--- src/rtl/alu_exec_ctrl.sv ---
// Multi-cycle execute sequencer: latches one instruction, reads operands from the
// register file, drives the ALU, then performs write-back or resolves the next PC.
module alu_exec_ctrl #(
  parameter int RF_READ_LAT = 1
) (
  input  logic        clk,
  input  logic        rst,
  input  logic        in_valid,
  output logic        in_ready,
  input  logic [31:0] in_instr,
  input  logic [31:0] in_pc,
  output logic [4:0]  rf_raddr1,
  output logic [4:0]  rf_raddr2,
  input  logic [31:0] rf_rdata1,
  input  logic [31:0] rf_rdata2,
  output logic [31:0] alu_instruction,
  output logic [31:0] alu_a,
  output logic [31:0] alu_b,
  input  logic [31:0] alu_c,
  input  logic        alu_zero,
  output logic        rf_we,
  output logic [4:0]  rf_waddr,
  output logic [31:0] rf_wdata,
  output logic        out_valid,
  input  logic        out_ready,
  output logic [31:0] out_next_pc,
  output logic        out_taken,
  output logic        out_illegal,
  output logic [1:0]  dbg_state
);

  // Handshakes: a transfer happens on a rising edge where valid && ready are both
  // high. in_ready is high only in IDLE; out_valid/out_* hold steady in RESP until
  // the out_ready edge, and a new instruction is never taken in that same cycle.

  if (RF_READ_LAT != 1) begin : g_lat_check
    $error("alu_exec_ctrl: only RF_READ_LAT = 1 is supported");
  end

  typedef enum logic [1:0] {
    S_IDLE = 2'd0,
    S_RD   = 2'd1,
    S_EX   = 2'd2,
    S_RESP = 2'd3
  } state_t;

  state_t      state;
  logic [31:0] instr_q;
  logic [31:0] pc_q;

  logic [5:0]  opcode;
  logic [31:0] imm_sext;
  logic [31:0] imm_zext;
  logic [31:0] pc_inc;
  logic [31:0] br_target;

  logic        wr_rd;
  logic        wr_rt;
  logic        is_br;
  logic        is_jmp;
  logic        is_ill;
  logic        b_sext;
  logic        b_zext;

  logic [4:0]  wr_addr_d;
  logic        wr_en_d;
  logic        br_taken;
  logic        taken_d;
  logic [31:0] next_pc_d;

  assign opcode          = instr_q[31:26];
  assign imm_sext        = {{16{instr_q[15]}}, instr_q[15:0]};
  assign imm_zext        = {16'd0, instr_q[15:0]};
  assign pc_inc          = pc_q + 32'd1;
  assign br_target       = pc_q + 32'd1 + imm_sext;

  assign rf_raddr1       = instr_q[25:21];
  assign rf_raddr2       = instr_q[20:16];
  assign alu_instruction = instr_q;
  assign dbg_state       = state;

  always_comb begin
    wr_rd  = 1'b0;
    wr_rt  = 1'b0;
    is_br  = 1'b0;
    is_jmp = 1'b0;
    is_ill = 1'b0;
    b_sext = 1'b0;
    b_zext = 1'b0;
    case (opcode) inside
      6'd0, 6'd1, 6'd2, 6'd3, 6'd6, 6'd7, 6'd10, 6'd11, 6'd23: wr_rd = 1'b1;
      6'd4, 6'd5, 6'd24: begin
        wr_rt  = 1'b1;
        b_sext = 1'b1;
      end
      6'd8, 6'd9: begin
        wr_rt  = 1'b1;
        b_zext = 1'b1;
      end
      [6'd14:6'd19]: is_br  = 1'b1;
      [6'd20:6'd22]: is_jmp = 1'b1;
      [6'd25:6'd63]: is_ill = 1'b1;
      default: ;
    endcase
  end

  // Operands are only presented in EX, so the ALU port idles at zero otherwise.
  always_comb begin
    alu_a = 32'd0;
    alu_b = 32'd0;
    if (state == S_EX) begin
      alu_a = rf_rdata1;
      if (b_sext)      alu_b = imm_sext;
      else if (b_zext) alu_b = imm_zext;
      else             alu_b = rf_rdata2;
    end
  end

  always_comb begin
    wr_addr_d = 5'd0;
    if (wr_rd)      wr_addr_d = instr_q[15:11];
    else if (wr_rt) wr_addr_d = instr_q[20:16];
    wr_en_d   = (wr_rd || wr_rt) && (wr_addr_d != 5'd0);
    br_taken  = is_br && !alu_zero;
    taken_d   = is_jmp || br_taken;
    next_pc_d = pc_inc;
    if (is_jmp)        next_pc_d = {6'd0, instr_q[25:0]};
    else if (br_taken) next_pc_d = br_target;
  end

  always_ff @(posedge clk) begin
    if (rst) begin
      state       <= S_IDLE;
      instr_q     <= 32'd0;
      pc_q        <= 32'd0;
      in_ready    <= 1'b0;
      rf_we       <= 1'b0;
      rf_waddr    <= 5'd0;
      rf_wdata    <= 32'd0;
      out_valid   <= 1'b0;
      out_next_pc <= 32'd0;
      out_taken   <= 1'b0;
      out_illegal <= 1'b0;
    end else begin
      rf_we <= 1'b0;
      case (state)
        S_IDLE: begin
          in_ready <= 1'b1;
          if (in_valid && in_ready) begin
            instr_q  <= in_instr;
            pc_q     <= in_pc;
            in_ready <= 1'b0;
            state    <= S_RD;
          end
        end
        S_RD: state <= S_EX;
        S_EX: begin
          rf_wdata    <= alu_c;
          rf_waddr    <= wr_addr_d;
          rf_we       <= wr_en_d;
          out_next_pc <= next_pc_d;
          out_taken   <= taken_d;
          out_illegal <= is_ill;
          out_valid   <= 1'b1;
          state       <= S_RESP;
        end
        S_RESP: begin
          if (out_ready) begin
            out_valid <= 1'b0;
            in_ready  <= 1'b1;
            state     <= S_IDLE;
          end
        end
        default: state <= S_IDLE;
      endcase
    end
  end

endmodule

--- config.mk ---
export PLATFORM = sky130hd
export DESIGN_NAME = alu_exec_ctrl
export DESIGN_NICKNAME = d
export VERILOG_FILES = /design/src/rtl/alu_exec_ctrl.sv
export SDC_FILE = /design/constraint.sdc
export NUM_CORES = 1
export LEC_CHECK = 0
export CORE_AREA = 2 2 133 265
export DETAILED_ROUTE_END_ITERATION = 10
export DIE_AREA = 0 0 135 267
export REMOVE_ABC_BUFFERS = 1
export SLEW_MARGIN = 20
export SYNTH_ARGS = -nofsm -noshare
export SYNTH_HDL_FRONTEND = slang
export SYNTH_SLANG_ARGS = --single-unit
--- constraint.sdc ---
create_clock -name clk -period 5.4 [get_ports clk]
set_input_delay 1.35 -clock clk [delete_from_list [all_inputs] [get_ports clk]]
set_output_delay 1.35 -clock clk [all_outputs]
set_load 0.02 [all_outputs]
==> flow_summary.ini, run 1 <==
[clock_network]
cts_tree = done
clkSlewWorstSetupHoldPaths_ps = 60
cts_buffers = 17
hold_buffers = 0
cts_resized = 0
post_cts_buffers = 0
clk_latency_ps = 460
root_buffer = clkbuf_16
cts_max_level = 4
cts.sinks = 140
cts_buffer_depth = 2

[critical_path]
end_kind = output pin
ff2ff_path_depth = 13
worst_setup_path_start_kind = flip-flop
cp_data_required_time_ps = 4050
critPathKind = reg2out
arrival_ps = 3380
timing.rr.end = out_next_pc[31]
crit_end = alu_b[5]
critical_path.startpoint = alu_instruction[30]
rrSetupSlack_ps = 1400
reg2reg_from = pc_q[0]
crit_fanout = 18

[yosys]
avgSynthCellArea_um2 = 7.49
ys_ff_latch = 140
synth-edff-count = 0
synth_flop_cell = dfxtp_1
synthArstFlopShare = 0
synth_cell_types = 63
ys_seq_area_frac = 0.332
ys_warn_count = 0
syn_inst = 1126
synth_area_mm2 = 0.00844

[die]
initial_core_util = 0.247
die_w_um = 135
core_mm2 = 0.0341
io_pins = 347
die-area_mm2 = 0.0360
die_h_um = 267
rows = 96

[final_layout]
area_growth_pct = 52.3
utilization = 0.377
postLayoutCellArea_mm2 = 0.0129
n_fill_cell = 3609
n_antenna_cell = 0
final_nets = 1636
drive_gt1_frac = 0.0451

[sta]
drv_slew = 0
clock_skew_ps = 9.50
tightest_slew_ps = 932
clock.fmax_ghz = 0.211
holdWs_ps = 453
hold_viol_final = 0
relSlewSlack = 0.378
min_period_ps = 4730
rsz0062_at_grt = false
fin_crit_sh = 0.877
setup_viol = 0

[pwr]
power.switching_mw = 1.77
combPwrFrac = 0.427
swShare = 0.395
internal-power_mw = 2.71
ir_drop_mv = 0.234
total_power_mw = 4.48
power_frac_clock = 0.267
pwr-share-seq = 0.305
powerDensity_mw_per_mm2 = 349
p_leak_nw = 4.84

[grt]
antenna_found_initial = 1
grt_max_degree = 66
grt_pass1_vias = 9118
grt_pass1_wl_mm = 50.3
grt_overflow = 0
grtUsageTotal = 0.182

[placement]
gp_congestion = 0.946
placed_cell_area_mm2 = 0.0123
hpwl_mm = 26.0
io_buffers = 346

[drt]
top_layer = met5
m1WireLength_mm = 12.1
drcViolationCount = 0
first_iter_violations = 346
dr.pass1.iters = 5
wl_per_cell_um = 18.0
vias = 9100
via_per_inst = 4.84
routed-wl-met2_mm = 19.0
wl_met3_mm = 1.57
ant_nets = 0
wirelength_mm = 33.8

[run_status]
run_status = finished clean

[run]
cap_violations = 0

[min_path]
hp-class = reg2reg
min_from = rf_waddr[2]
==> cells in the final DEF, fill, tap and decap left out, types with 3 or more instances in the layout <==
| master | n |
|---|---|
| xnor2_1 | 35 |
| a221oi_1 | 7 |
| a21o_1 | 16 |
| a31oi_1 | 3 |
| nor3_1 | 20 |
| nor2b_1 | 5 |
| buf_4 | 17 |
| clkdlybuf4s50_1 | 345 |
| nor2_1 | 98 |
| o21bai_1 | 7 |
| nand4_1 | 16 |
| a221o_1 | 4 |
| dfxtp_1 | 140 |
| a311oi_1 | 5 |
| xor2_1 | 18 |
| nand2_1 | 251 |
| a211oi_1 | 8 |
| o221ai_1 | 11 |
| a21oi_1 | 143 |
| nor4_1 | 3 |
| o21a_1 | 5 |
| clkinv_4 | 5 |
| or2_2 | 4 |
| nand2b_1 | 7 |
| mux2i_1 | 34 |
| o22ai_1 | 3 |
| clkbuf_16 | 17 |
| o211ai_1 | 8 |
| inv_1 | 9 |
| inv_6 | 3 |
| and3_1 | 9 |
| or3_1 | 10 |
| o21ai_0 | 31 |
| clkinvlp_4 | 4 |
| nand3_1 | 17 |
| ha_1 | 41 |
| and2_1 | 35 |
| and4_1 | 3 |
| a22oi_1 | 6 |
==> per-stage QoR <==
stage / setup WS [ps] / TNS, ps / std cells
final: 666 / 0 / 1882
after global routing: 395 / 0 / 1882
after floorplan: -59.8 / -958 / 1047
after CTS: 628 / 0 / 1882
after global placement: 1190 / 0 / 1850
after detailed placement: 1120 / 0 / 1850
==> registers in the layout (all words and copies together) (netlist names) <==
name	count
out_illegal	1
out_next_pc	32
rf_wdata	32
pc_q	32
in_ready	1
out_valid	1
rf_we	1
out_taken	1
rf_waddr	5
dbg_state	2
alu_instruction	32
==> layout make-up <==
cell class	instances	area [µm²]	area share
multi-input cells	897	5290	0.411
flip-flops and latches	140	2800	0.218
repair buffers	362	3580	0.279
clock inverters	15	165	0.0129
inverters	10	37.5	0.00292
well taps	441	552	0.0429
clock buffers	17	425	0.0331
==> per-layer routing <==
metal,track usage,vias up
li1,-,4523
met1,0.177,4235
met2,0.361,280
met3,0.0349,60
met4,0.0811,2
met5,0,-
==> power by group through the flow <==
stage | clock, mW | sequential [mW] | combinational (mW)
6_report | 1.20 | 1.37 | 1.91
2_1_floorplan | 0 | 1.50 | 0.909
5_1_grt | 1.26 | 1.39 | 2.07
4_1_cts | 1.23 | 1.37 | 1.94
3_3_place_gp | 0 | 1.39 | 1.91
3_5_place_dp | 0 | 1.39 | 1.93
==> logic make-up after synthesis <==
| kind of cell | after synthesis | share of synthesized area |
|---|---|---|
| AO/OA/AOI/OAI | 282 | 0.211 |
| AND/OR/NAND/NOR | 485 | 0.253 |
| multiplexers | 34 | 0.0403 |
| flip-flops | 140 | 0.332 |
| adder cells (fa/ha/maj) | 43 | 0.0647 |
| XOR/XNOR | 53 | 0.0550 |
| buffers and inverters | 89 | 0.0445 |
==> cells in the mapped netlist, drive strengths merged (9+ instances only) <==
master	n	area share
a21oi	143	0.085
nand3	18	0.011
or3	10	0.0074
ha	42	0.062
and2	35	0.026
inv	10	0.0044
o221ai	11	0.011
xor2	18	0.019
and3	10	0.0074
a21o	16	0.014
buf	21	0.014
o21ai	33	0.020
xnor2	35	0.036
clkbuf	58	0.026
nor2	98	0.044
nor3	21	0.013
dfxtp	140	0.33
nand2	251	0.11
a211oi	9	0.0086
nand4	16	0.012
mux2i	34	0.040
==> critical path: stages (launching register included) <==
cell and delay [ps]:
dfxtp_1 500, nand2b_1 160, or4_1 510, and2_1 840, nand2_1 130, a21oi_1 160
clkdlybuf4s50_1 630
==> worst min-delay path by stage <==
stage | to | slack (ps) | depth (start not counted)
finish | rf_waddr[2] | 450 | 2
global placement | out_next_pc[21] | 440 | 2
global route | out_next_pc[22] | 480 | 2
floorplan | pc_q[31] | 440 | 2
CTS | out_next_pc[31] | 460 | 2
detailed placement | rf_waddr[2] | 450 | 2
Power figures use the tool's default switching activity.
==> inputs of run 2 (changes only) <==
--- a/config.mk
+++ b/config.mk
@@ -8,6 +8,7 @@
 export CORE_AREA = 2 2 133 265
 export DETAILED_ROUTE_END_ITERATION = 10
 export DIE_AREA = 0 0 135 267
+export GPL_TIMING_DRIVEN = 0
 export REMOVE_ABC_BUFFERS = 1
 export SLEW_MARGIN = 20
 export SYNTH_ARGS = -nofsm -noshare
==> constraint.sdc (replaced) <==
create_clock -name clk -period 5.4 [get_ports clk]
set_input_delay 1.62 -clock clk [delete_from_list [all_inputs] [get_ports clk]]
set_output_delay 1.62 -clock clk [all_outputs]
set_load 0.02 [all_outputs]
==> run 2 against run 1 <==
Compared with the run above: cell count is 0.48% lower; total power rose by 0.77%; register-to-register slack got worse by 450 ps; setup slack got worse by 350 ps; non-clock buffer count is 9 lower; largest power group unchanged; design area rose by 0.50%; flip-flop and latch count unchanged.
==> flow_summary.ini, run 2 (same netlist as run 1, synthesis figures left out) <==
[sta]
rsz0062_at_grt = false
finalSetupTns_ps = 0
relSlewSlack = 0.393
fin_crit_sh = 0.941
hold_viol_final = 0
clock_skew_ps = 9.82
fin_ws_ps = 317
drv_slew = 0
clock.fmax_ghz = 0.197
setup_viol = 0
tightest_slew_ps = 910
min_period_ps = 5080

[clock_network]
cts_buffer_depth = 2
root_buffer = clkbuf_16
cts_max_level = 4
cts_tree = done
cts_buffers = 17
clkSlewWorstSetupHoldPaths_ps = 70
cts.sinks = 140
hold_buffers = 0
clk_latency_ps = 450

[pwr]
p_leak_nw = 4.84
ir_drop_mv = 0.233
powerDensity_mw_per_mm2 = 350

[die]
core_mm2 = 0.0341
rows = 96
io_pins = 347
die-area_mm2 = 0.0360
initial_core_util = 0.247
die_h_um = 267
die_w_um = 135

[grt]
grt_pass1_wl_mm = 49.7
antenna_found_initial = 0
grtUsageTotal = 0.180
grt_max_degree = 83
grt_overflow = 0
grt_pass1_vias = 8994

[run]
cap_violations = 0

[final_layout]
n_fill_cell = 3578
final_common_cell = clkdlybuf4s50_1
final_cell_mix = clkdlybuf4s50_1 (345), nand2_1 (250), a21oi_1 (143)
final_nets = 1627
multi_input_area_mm2 = 0.00531
area_growth_pct = 53.1
n_antenna_cell = 0
postLayoutCellArea_mm2 = 0.0129
utilization = 0.379
drive_gt1_frac = 0.0419
seqCellArea_mm2 = 0.00280

[drt]
ant_nets = 0
first_iter_violations = 386
wirelength_mm = 33.2
via_per_inst = 4.87
wl_per_cell_um = 17.7
dr.pass1.iters = 5
vias = 9122
drcViolationCount = 0

[critical_path]
ff2ff_path_depth = 14
critical_path.startpoint = alu_instruction[29]
critPathKind = reg2out
cp_data_required_time_ps = 3780
rrSetupSlack_ps = 950
reg2reg_from = pc_q[2]
crit_end = alu_b[12]
worst_setup_path_start_kind = flip-flop
crit_fanout = 19
timing.rr.end = out_next_pc[28]
arrival_ps = 3460
end_kind = output pin

[run_status]
run_status = finished clean

[placement]
io_buffers = 346
gp_congestion = 0.882
hpwl_mm = 25.0
placed_cell_area_mm2 = 0.0123
place_ws_ps = 549

[min_path]
hp-class = reg2reg
run 2: cell types whose count changed in the layout (fill, tap and decap cells not counted), moves of 2 or more:
cell        delta
clkinv_2       +3
buf_16         +5
nor2_2         +3
buf_8          +2
nor2_1         -3
clkinv_4       -3
clkinvlp_4     -2
buf_4         -17
run 2: power breakdown:
group          leakage [nW]  total (mW)  switching, mW  internal, mW
registers              1.14        1.37          0.176          1.19
clock network         0.284        1.20          0.509         0.694
logic                  3.42        1.94           1.08         0.858
run 2: timing repair:
item,CTS,global route
buffers inserted,0,0
resized for setup,0,1
setup endpoints to repair,0,16
run 2: area by class of cell:
| cell class | count | area share |
|---|---|---|
| clock buffers | 19 | 0.0343 |
| well taps | 441 | 0.0427 |
| inverters | 10 | 0.00291 |
| flip-flops and latches | 140 | 0.217 |
| clock inverters | 13 | 0.0108 |
| repair buffers | 353 | 0.281 |
| multi-input cells | 897 | 0.411 |
run 2: through the flow:
step	power, mW	hold slack (ps)	std cells
detailed placement	3.35	449	1841
CTS	4.58	464	1873
global placement	3.31	439	1834
floorplan	2.41	442	1047
finish	4.51	458	1873
global route	4.77	487	1873
run 2: worst min path at each step:
| stage | startpoint | end | slack, ps | cells after the start |
|---|---|---|---|---|
| 6_report | rf_waddr[3] | rf_waddr[3] | 460 | 2 |
| 2_1_floorplan | pc_q[31] | pc_q[31] | 440 | 2 |
| 3_3_place_gp | out_next_pc[12] | out_next_pc[12] | 440 | 1 |
| 3_5_place_dp | rf_waddr[3] | rf_waddr[3] | 450 | 2 |
| 5_1_grt | out_next_pc[31] | out_next_pc[31] | 490 | 2 |
| 4_1_cts | rf_waddr[3] | rf_waddr[3] | 460 | 2 |
run 2: metal layers:
metal	vias up	track usage	share of wire
met3	49	0.0368	0.044
li1	4505	-	-
met5	-	0	0
met1	4320	0.182	0.37
met2	248	0.352	0.56
met4	0	0.0693	0.026
run 2: worst max-delay path, stage by stage (launching register included):
cell and delay [ps]:
dfxtp_1 450, nand2b_1 190, o32ai_1 100, nand2_1 510
and2_1 830, nand2_1 120, a21oi_1 170, clkdlybuf4s50_1 640
